==> config.mk <==
export PLATFORM = sky130hd
export DESIGN_NAME = temporal_edge_encoder
export DESIGN_NICKNAME = d
export VERILOG_FILES = /design/src/rtl/temporal_pkg.sv /design/src/rtl/edge_lane.sv /design/src/rtl/temporal_edge_encoder.sv
export SDC_FILE = /design/constraint.sdc
export NUM_CORES = 1
export LEC_CHECK = 0
export CAP_MARGIN = 20
export CELL_PAD_IN_SITES_DETAIL_PLACEMENT = 1
export CELL_PAD_IN_SITES_GLOBAL_PLACEMENT = 2
export CORE_UTILIZATION = 35
export CTS_CLUSTER_DIAMETER = 60
export DETAILED_ROUTE_END_ITERATION = 12
export MAX_ROUTING_LAYER = met4
export PLACE_DENSITY_LB_ADDON = 0.1
export SLEW_MARGIN = 20
export SYNTH_ARGS = -nofsm -noshare
export SYNTH_HDL_FRONTEND = slang
export SYNTH_HIERARCHICAL = 1
export SYNTH_SLANG_ARGS = --single-unit
export TNS_END_PERCENT = 10
==> constraint.sdc <==
create_clock -name clk -period 3.7 [get_ports clk]
set_input_delay 0.37 -clock clk [delete_from_list [all_inputs] [get_ports clk]]
set_output_delay 0.37 -clock clk [all_outputs]
set_load 0.05 [all_outputs]
==> src/rtl/temporal_pkg.sv <==
// Shared types and constants for the temporal edge encoder.
// Latency: n/a (types, constants and a width helper only).
// Backpressure: n/a.
package temporal_pkg;

    typedef enum logic [1:0] {
        ST_IDLE    = 2'd0,
        ST_SET     = 2'd1,
        ST_RUN     = 2'd2,
        ST_RECOVER = 2'd3
    } state_t;

    // Lane values need one extra bit above the window index so that
    // GAMMA_CYCLE_WIDTH and larger can express "never fires".
    function automatic int val_width(input int gamma_cycle_width);
        return $clog2(gamma_cycle_width) + 1;
    endfunction

    // Resting level of every edge line; the active level is its inverse.
`ifdef FALLING_EDGE_EN
    localparam logic INACTIVE_LVL = 1'b1;
`else
    localparam logic INACTIVE_LVL = 1'b0;
`endif

endpackage

==> src/rtl/edge_lane.sv <==
// One temporal lane: goes active once the window index reaches its value, then holds.
// Latency: registered; count/run/clear describe the cycle the output will show.
// Backpressure: none, driven entirely by the encoder sequencer.
module edge_lane
    import temporal_pkg::*;
#(
    parameter int VAL_W = 5,
    parameter int CNT_W = 5
) (
    input  logic             clk,
    input  logic             rst,
    input  logic [CNT_W-1:0] count,
    input  logic [VAL_W-1:0] value,
    input  logic             run,
    input  logic             clear,
    output logic             edge_out
);

    // Sticky compare: once active the line stays active until cleared, so the edge is monotone.
    always_ff @(posedge clk or posedge rst) begin
        if (rst) begin
            edge_out <= INACTIVE_LVL;
        end else if (clear) begin
            edge_out <= INACTIVE_LVL;
        end else if (run && (CNT_W'(value) <= count)) begin
            edge_out <= ~INACTIVE_LVL;
        end
    end

endmodule

==> src/rtl/temporal_edge_encoder.sv <==
// Encodes a vector of lane values as edge times within a gamma-cycle window (macro FALLING_EDGE_EN selects falling edges).
// Latency: accept -> SET 1 cycle -> RUN GAMMA_CYCLE_WIDTH cycles -> RECOVER PULSE_WIDTH cycles -> IDLE.
// Backpressure: in_ready is high only in IDLE; in_valid outside IDLE is ignored.
module temporal_edge_encoder
    import temporal_pkg::*;
#(
    parameter int NUM_LANES         = 4,
    parameter int GAMMA_CYCLE_WIDTH = 16,
    parameter int PULSE_WIDTH       = 8,
    localparam int VAL_W            = val_width(GAMMA_CYCLE_WIDTH)
) (
    input  logic                       clk,
    input  logic                       rst,
    input  logic                       in_valid,
    output logic                       in_ready,
    input  logic [NUM_LANES*VAL_W-1:0] in_value,
    output logic                       set,
    output logic [NUM_LANES-1:0]       edge_out,
    output logic                       gamma_start,
    output logic                       busy
);

    // One counter serves both the RUN index and the RECOVER length.
    localparam int MAX_LEN = (GAMMA_CYCLE_WIDTH > PULSE_WIDTH) ? GAMMA_CYCLE_WIDTH : PULSE_WIDTH;
    localparam int CNT_W   = $clog2(MAX_LEN) + 1;

    state_t                     state_q;
    state_t                     state_d;
    logic [CNT_W-1:0]           cnt_q;
    logic [CNT_W-1:0]           cnt_d;
    logic [NUM_LANES*VAL_W-1:0] lanes_q;
    logic                       accept;

    // Next-state and counter sequencing for the gamma cycle.
    always_comb begin
        state_d = state_q;
        cnt_d   = cnt_q;
        accept  = 1'b0;
        case (state_q)
            ST_IDLE: begin
                if (in_valid && in_ready) begin
                    accept  = 1'b1;
                    state_d = ST_SET;
                end
            end
            ST_SET: begin
                state_d = ST_RUN;
                cnt_d   = '0;
            end
            ST_RUN: begin
                if (cnt_q == CNT_W'(GAMMA_CYCLE_WIDTH - 1)) begin
                    state_d = ST_RECOVER;
                    cnt_d   = '0;
                end else begin
                    cnt_d = cnt_q + CNT_W'(1);
                end
            end
            ST_RECOVER: begin
                if (cnt_q == CNT_W'(PULSE_WIDTH - 1)) begin
                    state_d = ST_IDLE;
                    cnt_d   = '0;
                end else begin
                    cnt_d = cnt_q + CNT_W'(1);
                end
            end
            default: begin
                state_d = ST_IDLE;
                cnt_d   = '0;
            end
        endcase
    end

    // State, counter, captured lane values, and outputs registered from the next state
    // so that each strobe lines up with the state it describes.
    always_ff @(posedge clk or posedge rst) begin
        if (rst) begin
            state_q     <= ST_IDLE;
            cnt_q       <= '0;
            lanes_q     <= '0;
            set         <= 1'b0;
            gamma_start <= 1'b0;
            in_ready    <= 1'b0;
        end else begin
            state_q     <= state_d;
            cnt_q       <= cnt_d;
            if (accept) begin
                lanes_q <= in_value;
            end
            set         <= (state_d == ST_SET);
            gamma_start <= (state_q == ST_SET) && (state_d == ST_RUN);
            in_ready    <= (state_d == ST_IDLE);
        end
    end

    assign busy = (state_q != ST_IDLE);

    for (genvar i = 0; i < NUM_LANES; i++) begin : g_lane
        edge_lane #(
            .VAL_W (VAL_W),
            .CNT_W (CNT_W)
        ) u_lane (
            .clk      (clk),
            .rst      (rst),
            .count    (cnt_d),
            .value    (lanes_q[i*VAL_W +: VAL_W]),
            .run      (state_d == ST_RUN),
            .clear    (state_d != ST_RUN),
            .edge_out (edge_out[i])
        );
    end

endmodule

==> Yosys cells after proc, flatten, opt, wreduce, memory -nomap -nowiden <==
Cells that the tools add are included.
{ "op_classes": {"add_sub_neg": 1, "mul": 0, "div_mod_pow": 0, "magnitude_cmp": 4, "n_eq_ne": 8, "shifts": 0, "muxes": 17, "bitwise": 0, "reduce_logical": 13} }
{ "ops": {"columns": ["op", "count"], "rows": [
  ["less-or-equal comparator 5 bit", 4],
  ["case mux 5 bit (3 select lines)", 1],
  ["2-to-1 mux 1 bit", 10],
  ["2-to-1 mux 5 bit", 2],
  ["nonzero test 2 bit", 5],
  ["case mux 2 bit (4 select lines)", 1],
  ["equality test 2 bit (second input constant)", 3],
  ["logical AND 1 bit", 6],
  ["2-to-1 mux 2 bit", 3],
  ["adder 5 x 1 -> 5 bit (second input constant)", 1],
  ["equality test 5 x 3 -> 1 bit (second input constant)", 1],
  ["equality test 5 x 4 -> 1 bit (second input constant)", 1],
  ["equality test 2 x 1 -> 1 bit (second input constant)", 2],
  ["logical NOT 2 bit", 2],
  ["!= test 2 bit (second input constant)", 1]
]} }
{ "word_totals": {"ff_bits": 34, "latchBits": 0, "ram_bits": 0, "mem_bits_ro": 0, "input_bits": 23, "out_inout_bits": 8, "word_cells": 53, "n_memories": 0} }

==> Longest topological paths before layout <==
Gate-level depths: netlist (run 1).
{ "logic_depth": {"depth_word": 7, "mapped_depth": 12, "depth_no_buf": 12} }

==> By module <==
The synthesis (run 1) kept the hierarchy.
{ "modules_own_cells": {"columns": ["mod", "n_inst", "cells_each", "area_per_inst_um2", "seq_area_each_um2"], "rows": [
  ["temporal_edge_encoder", 1, 94, 1368.8, 750.7],
  ["edge_lane", 4, 21, 165.2, 25.0]
]} }

==> Worst setup path before layout (run 1) <==
OpenSTA, ideal clock, no wires.
{ "synth_path": {"path_type": "reg-to-reg", "from": "register cnt_q[0]", "to": "register g_lane[0].u_lane.edge_out", "setup_time_ps": 129, "t_arrival_ps": 2477, "required_time_ps": 3571, "slack_ps": 1095, "stages_incl_launch_ff": 11, "path_buffers": 0, "synth_period_minus_slack_ps": 2605, "path_cell_list": "dfrtp_1 -> ha_1 -> nand3_1 -> inv_1 -> ha_1 -> o311ai_0 -> inv_1 -> ha_1 -> and4_1 -> a31oi_1 -> o22ai_1"} }
{ "synth_via": {"elab_chain_cells": 6, "word_cells_on_any_way": 15, "cone_classes": "1 x add/sub; 1 x order compare; 4 x eq/ne; 7 x mux; 2 x reduce/logical"} }
{ "synth_lines": {"columns": ["element", "line_no", "source"], "rows": [
  ["start, declared", "temporal_edge_encoder.sv:29", "logic [CNT_W-1:0] cnt_q;"],
  ["start signal, assigned", "temporal_edge_encoder.sv:85", "cnt_q <= cnt_d;"],
  ["adder 5 x 1 -> 5 bit, or another cell as far along", "temporal_edge_encoder.sv:55, temporal_edge_encoder.sv:63", null],
  ["2-to-1 mux 5 bit, on equally long branches", "temporal_edge_encoder.sv:59, temporal_edge_encoder.sv:51", null],
  ["case mux 5 bit (3 select lines) (*)", "temporal_edge_encoder.sv:39", "case (state_q)"],
  ["via cnt_d[4]", "temporal_edge_encoder.sv:30", "logic [CNT_W-1:0] cnt_d;"],
  ["less-or-equal comparator 5 bit (*)", "edge_lane.sv:25", "end else if (run && (CNT_W'(value) <= count)) begin"],
  ["logical AND 1 bit (*)", "edge_lane.sv:25", null],
  ["nonzero test 2 bit (no source line) (*)", null, null],
  ["end signal, assigned", "edge_lane.sv:26", "edge_out <= ~INACTIVE_LVL;"],
  ["end, declared", "edge_lane.sv:16", "output logic edge_out"]
]} }
The timed path passes the listed nets; every way through them passes the cells marked *.
A chain may end at the register's enable or synchronous reset.

==> Worst setup path after layout (run 1) <==
{ "layout_path": {"from": "register cnt_q[0]", "to": "register g_lane[2].u_lane.edge_out"} }
{ "layout_via": {"elab_chain_cells": 6, "word_cells_on_any_way": 15, "cone_classes": "1 x add/sub; 1 x order compare; 4 x eq/ne; 7 x mux; 2 x reduce/logical"} }
{ "layout_lines": {"columns": ["element", "line_no"], "rows": [
  ["adder 5 x 1 -> 5 bit, or another cell as far along", "temporal_edge_encoder.sv:55, temporal_edge_encoder.sv:63"],
  ["2-to-1 mux 5 bit, on equally long branches", "temporal_edge_encoder.sv:59, temporal_edge_encoder.sv:51"],
  ["case mux 5 bit (3 select lines) (*)", "temporal_edge_encoder.sv:39"],
  ["via cnt_d[4]", "temporal_edge_encoder.sv:30"],
  ["less-or-equal comparator 5 bit (*)", "edge_lane.sv:25"],
  ["logical AND 1 bit (*)", "edge_lane.sv:25"],
  ["nonzero test 2 bit (no source line) (*)", null],
  ["end signal, assigned", "edge_lane.sv:26"],
  ["end, declared", "edge_lane.sv:16"]
]} }
Marks and branches as above.

==> results of run 1 <==
[metrics by stage]
stage	utilization	setup slack [ns]	cell area (um^2)	instances
2_1_floorplan	-	1.09	2030	178
3_3_place_gp	0.434	1.06	2400	280
3_5_place_dp	0.434	0.992	2400	280
4_1_cts	0.449	0.956	2490	286
5_1_grt	0.449	0.785	2490	286
6_report	0.449	0.964	2490	286
[routing by layer]
| metal | vias to the layer above | track usage |
|---|---|---|
| met2 | 21 | 0.301 |
| met1 | 715 | 0.206 |
| met4 | 0 | 0.0593 |
| met5 | - | - |
| met3 | 8 | 0.0558 |
| li1 | 686 | - |
[flip-flops by register name, indices dropped and copies added, names as in the netlist]
| name | count |
|---|---|
| lanes_q | 20 |
| state_q | 2 |
| in_ready | 1 |
| set | 1 |
| gamma_start | 1 |
| cnt_q | 5 |
| g_lane.u_lane/edge_out | 4 |
[report_power, final]
group / total, uW / switching, uW / internal [uW]
Sequential: 666 / 134 / 532
Combinational: 1190 / 621 / 568
Clock: 273 / 129 / 143
[cells in the final DEF (no fill, tap or decap)]
master,instances
a31oi_1,4
and4_2,1
nand2_1,13
a21boi_0,1
a32o_1,1
mux2_4,19
nand2b_1,1
nor3_4,1
ha_1,23
nor2_1,5
nand4bb_4,1
nor3b_1,4
o311ai_0,1
inv_1,30
a21oi_1,6
nand3_1,2
a22o_2,1
a221o_1,1
o211ai_1,4
nor2b_1,5
dfrtp_1,34
clkdlybuf4s50_1,30
nor3_1,2
and4_1,4
a21o_1,3
mux2_2,1
o22ai_1,5
clkbuf_8,6
nand3b_1,1
buf_4,4
[logic make-up (layout without fill, tap and decap cells)]
| group | count (synthesis) | count (layout) | synth area share |
|---|---|---|---|
| multiplexers | 20 | 20 | 0.146 |
| AND/OR/NAND/NOR | 40 | 40 | 0.124 |
| AO/OA/AOI/OAI | 27 | 27 | 0.0912 |
| adder cells (fa/ha/maj) | 23 | 23 | 0.142 |
| flip-flops | 34 | 34 | 0.419 |
| buffers and inverters | 34 | 70 | 0.0777 |
[Yosys cell counts]
| library cell | number |
|---|---|
| dfrtp_1 | 34 |
| inv_1 | 30 |
| ha_1 | 23 |
| mux2_4 | 19 |
| nand2_1 | 13 |
| a21oi_1 | 6 |
| nor2_1 | 5 |
| nor2b_1 | 5 |
| o22ai_1 | 5 |
| a31oi_1 | 4 |
| and4_1 | 4 |
| buf_6 | 4 |
| nor3b_1 | 4 |
| o211ai_1 | 4 |
| a21o_1 | 3 |
| nand3_1 | 2 |
| nor3_1 | 2 |
| a21boi_0 | 1 |
| a221o_1 | 1 |
| a22o_2 | 1 |
| a32o_1 | 1 |
| and4_2 | 1 |
| mux2_2 | 1 |
| nand2b_1 | 1 |
| nand3b_1 | 1 |
| nand4bb_4 | 1 |
| nor3_4 | 1 |
| o311ai_0 | 1 |
[critical path, delay by kind of cell, from the launching register on]
family                     cells  cell delay (ns)
AOI/OAI and AO/OA              3             0.68
buffers and inverters          3             0.33
adders and majority gates      3             0.85
DFF                            1             0.42
and+or+nand+nor                2             0.34
[final timing paths]
kind	to	start	cells past startpoint
max	g_lane[2].u_lane/edge_out$_DFFE_PP0P_	cnt_q[0]$_DFF_PP0_	11
min	g_lane[2].u_lane/edge_out$_DFFE_PP0P_	rst	2
max reg2reg	g_lane[2].u_lane/edge_out$_DFFE_PP0P_	cnt_q[0]$_DFF_PP0_	11
min reg2reg	lanes_q[5]$_DFFE_PP0P_	lanes_q[5]$_DFFE_PP0P_	1
max in group asynchronous	cnt_q[0]$_DFF_PP0_	rst	3
min in group clk	lanes_q[5]$_DFFE_PP0P_	lanes_q[5]$_DFFE_PP0P_	1
[final cells by class]
type | instances | area, um^2
Multi-Input combinational cell | 110 | 1020
Timing Repair Buffer | 34 | 330
Clock buffer | 6 | 82.6
Fill cell | 609 | 3050
Tap cell | 72 | 90.1
Inverter | 30 | 113
Sequential cell | 34 | 851
==> results.ini, run 1 <==
[clock_tree]
cts_tree = done
cts_made_buffers = 5
postCtsSetupBuffers = 0
clockBufferDepth = 2
cts.repair.resized = 0
h-tree-depth = 2
ctsRootBufferMaster = clkbuf_8
clock_latency_ns = 0.28
cts-hold-fix-buffers = 0
path_clk_slew_ns = 0.07
cts_sinks = 34

[final_layout]
syn_to_final_growth_pct = 22.6
n_antenna_cell = 0
layout-drive-gt1-share = 0.159
fin_nets = 261

[power_and_ir_drop]
ir_drop_mv = 0.326
leakagePower_uw = 0.00116
p_per_area_mw_per_mm2 = 855
p_total_uw = 2130

[route]
avgRoutedWirePerCell_um = 16.1
drt_iter0_drc = 46
highest_layer = met4
drc_errors = 0
vias = 1430
wl_met3_um = 160
finalWirelength_um = 4600
vias_per_cell = 5.00
first_pass_iters = 4
wl_met2_um = 2340
met1Wirelength_um = 2010
detail-route-antenna-nets = 0

[critical_path]
cp.arrival_ns = 2.89
cp_slowest_cell = dfrtp_1
cpMostUsedCell = ha_1
required_ns = 3.86
path_cells = ha_1, nand3_1, inv_1, ha_1, o311ai_0, buf_4, inv_1, ha_1, and4_1, a31oi_1, o22ai_1
rrSetupSlack_ns = 0.96
end_kind = flip-flop
max_stage_delay_ns = 0.42
cp_max_fo = 5
start_kind = flip-flop
crit_type = reg -> reg

[status]
status = complete, no violations

[place]
io_buffers = 30
hpwlAfterDp_um = 3480
gp_congestion = 0.828

[job]
drv_cap = 0

[timing]
hold_viol = 0
grt_setup_unrepaired = false
fin_worst_skew_ns = 0.00251
tns_ns = 0
slew_viol_final = 0
hold-worst-slack_ns = 0.351
period_share = 0.740
setup_viol = 0
worst_pin_slew_ns = 0.808
clock.fmax_mhz = 365
slew_headroom = 0.461
min_period_ns = 2.74

[synthesis]
synth_area_mm2 = 0.00203
ys_warn_count = 6
yosys-top-cells-area = dfrtp_1 42%, ha_1 14%, mux2_4 14%
ys_types = 28
synth_top_area_frac = 0.419
seq_area_frac_synth = 0.419
avgSynthCellArea_um2 = 11.4
yosys.area.top_type = dfrtp_1
ys_ff_latch = 34
synthCells = 178
syn-num-nets = 224

[die]
placeableCoreArea_mm2 = 0.00554
die_h_um = 78.1
ioPinCount = 31
start_util = 0.366
rows = 27
die_width_um = 78.1
dieArea_mm2 = 0.00611

[min_path]
hold_class = in -> async

[grt]
gr-total-overflow = 0
grt_pass1_wl_um = 8110
antenna_found_initial = 0
grt_pass1_vias = 1613
grt_start_max_net_pins = 20
grt_usage = 0.180

Power figures use the tool's default switching activity.
==> run 2: changes to the inputs <==
--- a/config.mk
+++ b/config.mk
@@ -8,7 +8,7 @@
 export CAP_MARGIN = 20
 export CELL_PAD_IN_SITES_DETAIL_PLACEMENT = 1
 export CELL_PAD_IN_SITES_GLOBAL_PLACEMENT = 2
-export CORE_UTILIZATION = 35
+export CORE_UTILIZATION = 32
 export CTS_CLUSTER_DIAMETER = 60
 export DETAILED_ROUTE_END_ITERATION = 12
 export MAX_ROUTING_LAYER = met4
==> constraint.sdc (replaced) <==
create_clock -name clk -period 2.5 [get_ports clk]
set_input_delay 0.25 -clock clk [delete_from_list [all_inputs] [get_ports clk]]
set_output_delay 0.25 -clock clk [all_outputs]
set_load 0.05 [all_outputs]
==> results.ini, run 2 (synthesis results as in run 1) <==
[final_layout]
n_antenna_cell = 0
layout-drive-gt1-share = 0.262
final_cell_mix = 34 x dfrtp_1, 30 x clkdlybuf4s50_1, 25 x inv_1
final_common_cell = dfrtp_1
fillers = 656
top_regs = lanes_q x20, cnt_q x5, g_lane.u_lane/edge_out x4
syn_to_final_growth_pct = 29.8
fin_nets = 270
largest-register = lanes_q
finalInstanceArea_mm2 = 0.00264
largest_reg_flops = 20

[clock_tree]
ctsRootBufferMaster = clkbuf_8
cts_sinks = 34
cts-hold-fix-buffers = 0
cts_made_buffers = 5
path_clk_slew_ns = 0.07
clockBufferDepth = 2
cts_tree = done
clock_latency_ns = 0.29
h-tree-depth = 2

[timing]
slew_headroom = 0.664
hold_viol = 0
grt_setup_unrepaired = true
clock.fmax_mhz = 409
worst_pin_slew_ns = 0.503
period_share = 0.978
slew_viol_final = 0
min_period_ns = 2.45
hold-worst-slack_ns = 0.227
fin_worst_skew_ns = 0.00254
fin_ws_ns = 0.0541
setup_viol = 0

[critical_path]
start_kind = flip-flop
required_ns = 2.66
crit_type = reg -> reg
cp_max_fo = 5
end_kind = flip-flop
cp.arrival_ns = 2.61

[power_and_ir_drop]
p_per_area_mw_per_mm2 = 1310
pwr-share-clk = 0.143
p_int_uw = 2020
p_sw_frac = 0.412
switching_power_uw = 1420
pwr-share-comb = 0.571
power_frac_seq = 0.286
leakagePower_uw = 0.00123
ir_drop_mv = 0.467

[place]
place_ws_ns = -0.00672
postPlaceCellArea_mm2 = 0.00245
io_buffers = 30
gp_congestion = 0.769
hpwlAfterDp_um = 3530

[route]
drt_iter0_drc = 51
wl_met2_um = 2460
vias = 1491
detail-route-antenna-nets = 0
first_pass_iters = 4
vias_per_cell = 4.97
wl_met3_um = 119
avgRoutedWirePerCell_um = 16.3
highest_layer = met4
met1Wirelength_um = 2210
finalWirelength_um = 4900
drc_errors = 0

[die]
dieArea_mm2 = 0.00666
die_width_um = 81.6
die_h_um = 81.6
placeableCoreArea_mm2 = 0.00603
ioPinCount = 31
start_util = 0.337
rows = 28

[grt]
grt_start_max_net_pins = 25
grt_pass1_vias = 1634
grt_pass1_wl_um = 7870
antenna_found_initial = 0
gr-total-overflow = 0
grt_usage = 0.169

[status]
status = complete, no violations

[min_path]
hold_class = in -> async

[job]
drv_cap = 0

## run 2: cell types whose count changed in the layout (fill, tap and decap cells not counted), moves of 2 or more
| cell | before | now |
|---|---|---|
| inv_1 | 30 | 25 |
| ha_1 | 23 | 20 |
| clkbuf_8 | 6 | 8 |
| ha_4 | 0 | 2 |
| buf_4 | 4 | 13 |
| inv_2 | 0 | 5 |
## run 2: metrics by stage
step,TNS (ns),utilization,total power [uW],cells
after floorplan,0,-,2250,178
after global placement,0,0.407,2760,289
after detailed placement,-0.00672,0.407,2850,289
after CTS,0,0.429,3390,298
after global routing,-0.0460,0.437,3740,300
final,0,0.437,3440,300
## run 2: critical path, cell delays in order, from the launching register on
cell     delay [ns]
dfrtp_1        0.37
ha_2           0.21
nand3_2        0.08
inv_2          0.08
ha_4           0.15
nor2_2         0.04
a21o_1         0.20
a221o_2        0.47
inv_2          0.07
ha_1           0.24
and4_1         0.17
a31oi_1        0.14
o22ai_1        0.10
## run 2: power by group through the flow
stage	Clock (uW)	Combinational, uW	Sequential (uW)
floorplan	0	1210	1040
global placement	0	1780	973
detailed placement	0	1860	981
CTS	504	1910	979
global route	524	2210	1010
finish	492	1970	982
## run 2: cell type report
class                           count  area [um^2]  share of cell area
Tap cell                           75         93.8              0.0356
Multi-Input combinational cell    110         1070               0.406
Sequential cell                    34          851               0.323
Inverter                           30          113              0.0427
Clock buffer                        8          110              0.0418
Timing Repair Buffer               43          398               0.151
## run 2: timing repair
item | 4_1_cts | 5_1_grt
pin swaps | 2 | 14
hold endpoints to repair | 0 | 0
setup buffers | 1 | 2
resized for setup | 4 | 12
setup endpoints to repair | 4 | 4
## run 2: final timing paths
path / slack [ns] / start / endpoint / cells after the start
max in group asynchronous: 1.54 / rst / lanes_q[11]$_DFFE_PP0P_ / 3
min in group clk: 0.52 / lanes_q[10]$_DFFE_PP0P_ / lanes_q[10]$_DFFE_PP0P_ / 1
min: 0.23 / rst / g_lane[0].u_lane/edge_out$_DFFE_PP0P_ / 2
min reg2reg: 0.52 / lanes_q[10]$_DFFE_PP0P_ / lanes_q[10]$_DFFE_PP0P_ / 1
max reg2reg: 0.05 / cnt_q[0]$_DFF_PP0_ / g_lane[0].u_lane/edge_out$_DFFE_PP0P_ / 12
max: 0.05 / cnt_q[0]$_DFF_PP0_ / g_lane[0].u_lane/edge_out$_DFFE_PP0P_ / 12
## run 2: routing by layer
layer  track usage  vias to the layer above
li1              -                      708
met1         0.192                      751
met2         0.286                       22
met3        0.0333                       10
met4        0.0807                        0
met5             -                        -
==> run 3: changes to the inputs <==
--- a/config.mk
+++ b/config.mk
@@ -8,6 +8,7 @@
 export CAP_MARGIN = 20
 export CELL_PAD_IN_SITES_DETAIL_PLACEMENT = 1
 export CELL_PAD_IN_SITES_GLOBAL_PLACEMENT = 2
+export CORE_ASPECT_RATIO = 1.1
 export CORE_UTILIZATION = 32
 export CTS_CLUSTER_DIAMETER = 60
 export DETAILED_ROUTE_END_ITERATION = 12
==> constraint.sdc (replaced) <==
create_clock -name clk -period 2.1 [get_ports clk]
set_input_delay 0.21 -clock clk [delete_from_list [all_inputs] [get_ports clk]]
set_output_delay 0.21 -clock clk [all_outputs]
set_load 0.05 [all_outputs]
==> results.ini, run 3 (synthesis results as in run 1) <==
[status]
status = finished with violations
violations = negative setup slack

[timing]
fin_worst_skew_ns = 0.00803
slew_viol_final = 0
hold_viol = 0
tns_ns = -1.23
fin_ws_ns = -0.325
worst_pin_slew_ns = 0.500
hold-worst-slack_ns = 0.198
setup_viol = 4
grt_setup_unrepaired = true
slew_headroom = 0.666
min_period_ns = 2.42
clock.fmax_mhz = 412
period_share = 1.15

[die]
placeableCoreArea_mm2 = 0.00616
die_width_um = 77.9
rows = 30
dieArea_mm2 = 0.00666
ioPinCount = 31
start_util = 0.330
die_h_um = 85.5

[place]
post-place-cells = 303
place_ws_ns = -0.375
io_buffers = 30
hpwlAfterDp_um = 3720
gp_congestion = 0.744
postPlaceCellArea_mm2 = 0.00257

[final_layout]
final_common_cell = dfrtp_1
largest-register = lanes_q
layout-drive-gt1-share = 0.316
top_regs = lanes_q x20, cnt_q x5, g_lane.u_lane/edge_out x4
fin_nets = 279
finalInstanceArea_mm2 = 0.00277
largest_reg_flops = 20
fin_cells = 314
final_cell_mix = 34 x dfrtp_1, 29 x clkdlybuf4s50_1, 26 x inv_1
syn_to_final_growth_pct = 36.6
n_antenna_cell = 0

[route]
finalWirelength_um = 5040
vias = 1526
avgRoutedWirePerCell_um = 16.0
first_pass_iters = 4
vias_per_cell = 4.86
drc_errors = 0
detail-route-antenna-nets = 0
drt_iter0_drc = 62

[grt]
gr-usage-met1 = 0.199
grt_pass1_vias = 1704
antenna_found_initial = 0
gr-usage-met2 = 0.301
grt.met3_usage = 0.0362
gr-total-overflow = 0
grt_pass1_wl_um = 8530
grt_start_max_net_pins = 20
top_usage_layer = met2
grt_usage = 0.173

[clock_tree]
cts_made_buffers = 5
ctsRootBufferMaster = clkbuf_8
cts_tree = done
clockBufferDepth = 2
h-tree-depth = 2
clock_latency_ns = 0.29
path_clk_slew_ns = 0.07
cts_sinks = 34

[power_and_ir_drop]
p_per_area_mw_per_mm2 = 1560
ir_drop_mv = 0.546
leakagePower_uw = 0.00128

[critical_path]
path_cells = ha_4, nand3_4, inv_4, ha_4, nor2_2, a21o_1, a221o_2, inv_2, ha_4, and4_1, a31oi_1, o22ai_1
start_kind = flip-flop
required_ns = 2.25
rrSetupSlack_ns = -0.32
cp_slowest_cell = a221o_2
cpMostUsedCell = ha_4
cp_top_family = compound AO/OA/AOI/OAI gates
max_stage_delay_ns = 0.46
cp_max_fo = 5
cp.arrival_ns = 2.58
critPathBufInv = 2
end_kind = flip-flop
crit_type = reg -> reg

[min_path]
hold_class = in -> async

[job]
drv_cap = 0

[run 3: changes by cell type in the layout (fill, tap and decap cells not counted), moves of 2 or more]
cell,before,now
clkbuf_8,8,6
inv_2,5,3
and4_4,1,3
ha_4,2,4
and4_1,4,2
buf_4,13,22
[run 3: worst reg2reg max path, stage by stage (launching register included)]
cell,delay [ns]
dfrtp_1,0.39
ha_4,0.17
nand3_4,0.07
inv_4,0.07
ha_4,0.15
nor2_2,0.04
a21o_1,0.20
a221o_2,0.46
inv_2,0.10
ha_4,0.19
and4_1,0.15
a31oi_1,0.18
o22ai_1,0.11
[run 3: what timing repair did]
item                                    4_1_cts  5_1_grt
hold buffers                                  0        0
resized for setup                             2       18
endpoints found under the setup margin        4        4
pin swaps                                     1        9
cloned                                        0        0
buffers inserted                              2        1
[run 3: final timing paths]
path	startpoint	end	cells after the start
setup / recovery	cnt_q[0]$_DFF_PP0_	g_lane[3].u_lane/edge_out$_DFFE_PP0P_	12
hold / removal	rst	g_lane[1].u_lane/edge_out$_DFFE_PP0P_	2
setup reg to reg	cnt_q[0]$_DFF_PP0_	g_lane[3].u_lane/edge_out$_DFFE_PP0P_	12
hold reg to reg	lanes_q[0]$_DFFE_PP0P_	lanes_q[0]$_DFFE_PP0P_	1
max in group asynchronous	rst	lanes_q[3]$_DFFE_PP0P_	3
min in group clk	lanes_q[0]$_DFFE_PP0P_	lanes_q[0]$_DFFE_PP0P_	1
[run 3: metal layers]
layer  wire length [um]  up-vias
met5                  0        -
met4                 99        0
met3                135        8
met2               2680       30
met1               2120      762
li1                   -      726
[run 3: layout make-up]
class	instances	area (um^2)
Clock buffer	7	86.3
Clock inverter	1	5.00
Fill cell	677	3380
Inverter	30	115
Multi-Input combinational cell	110	1150
Sequential cell	34	851
Tap cell	80	100
Timing Repair Buffer	52	467
[run 3: per-stage QoR]
step	utilization	total power (uW)
after global routing	0.450	4690
after CTS	0.435	4120
final	0.450	4310
after floorplan	-	2740
after global placement	0.417	3400
after detailed placement	0.417	3540
[run 3: report_power, final]
group	total (uW)	leakage, uW	internal, uW	switching (uW)
registers	1170	0.000417	937	232
clock network	515	0.0000482	265	250
logic	2630	0.000812	1310	1320
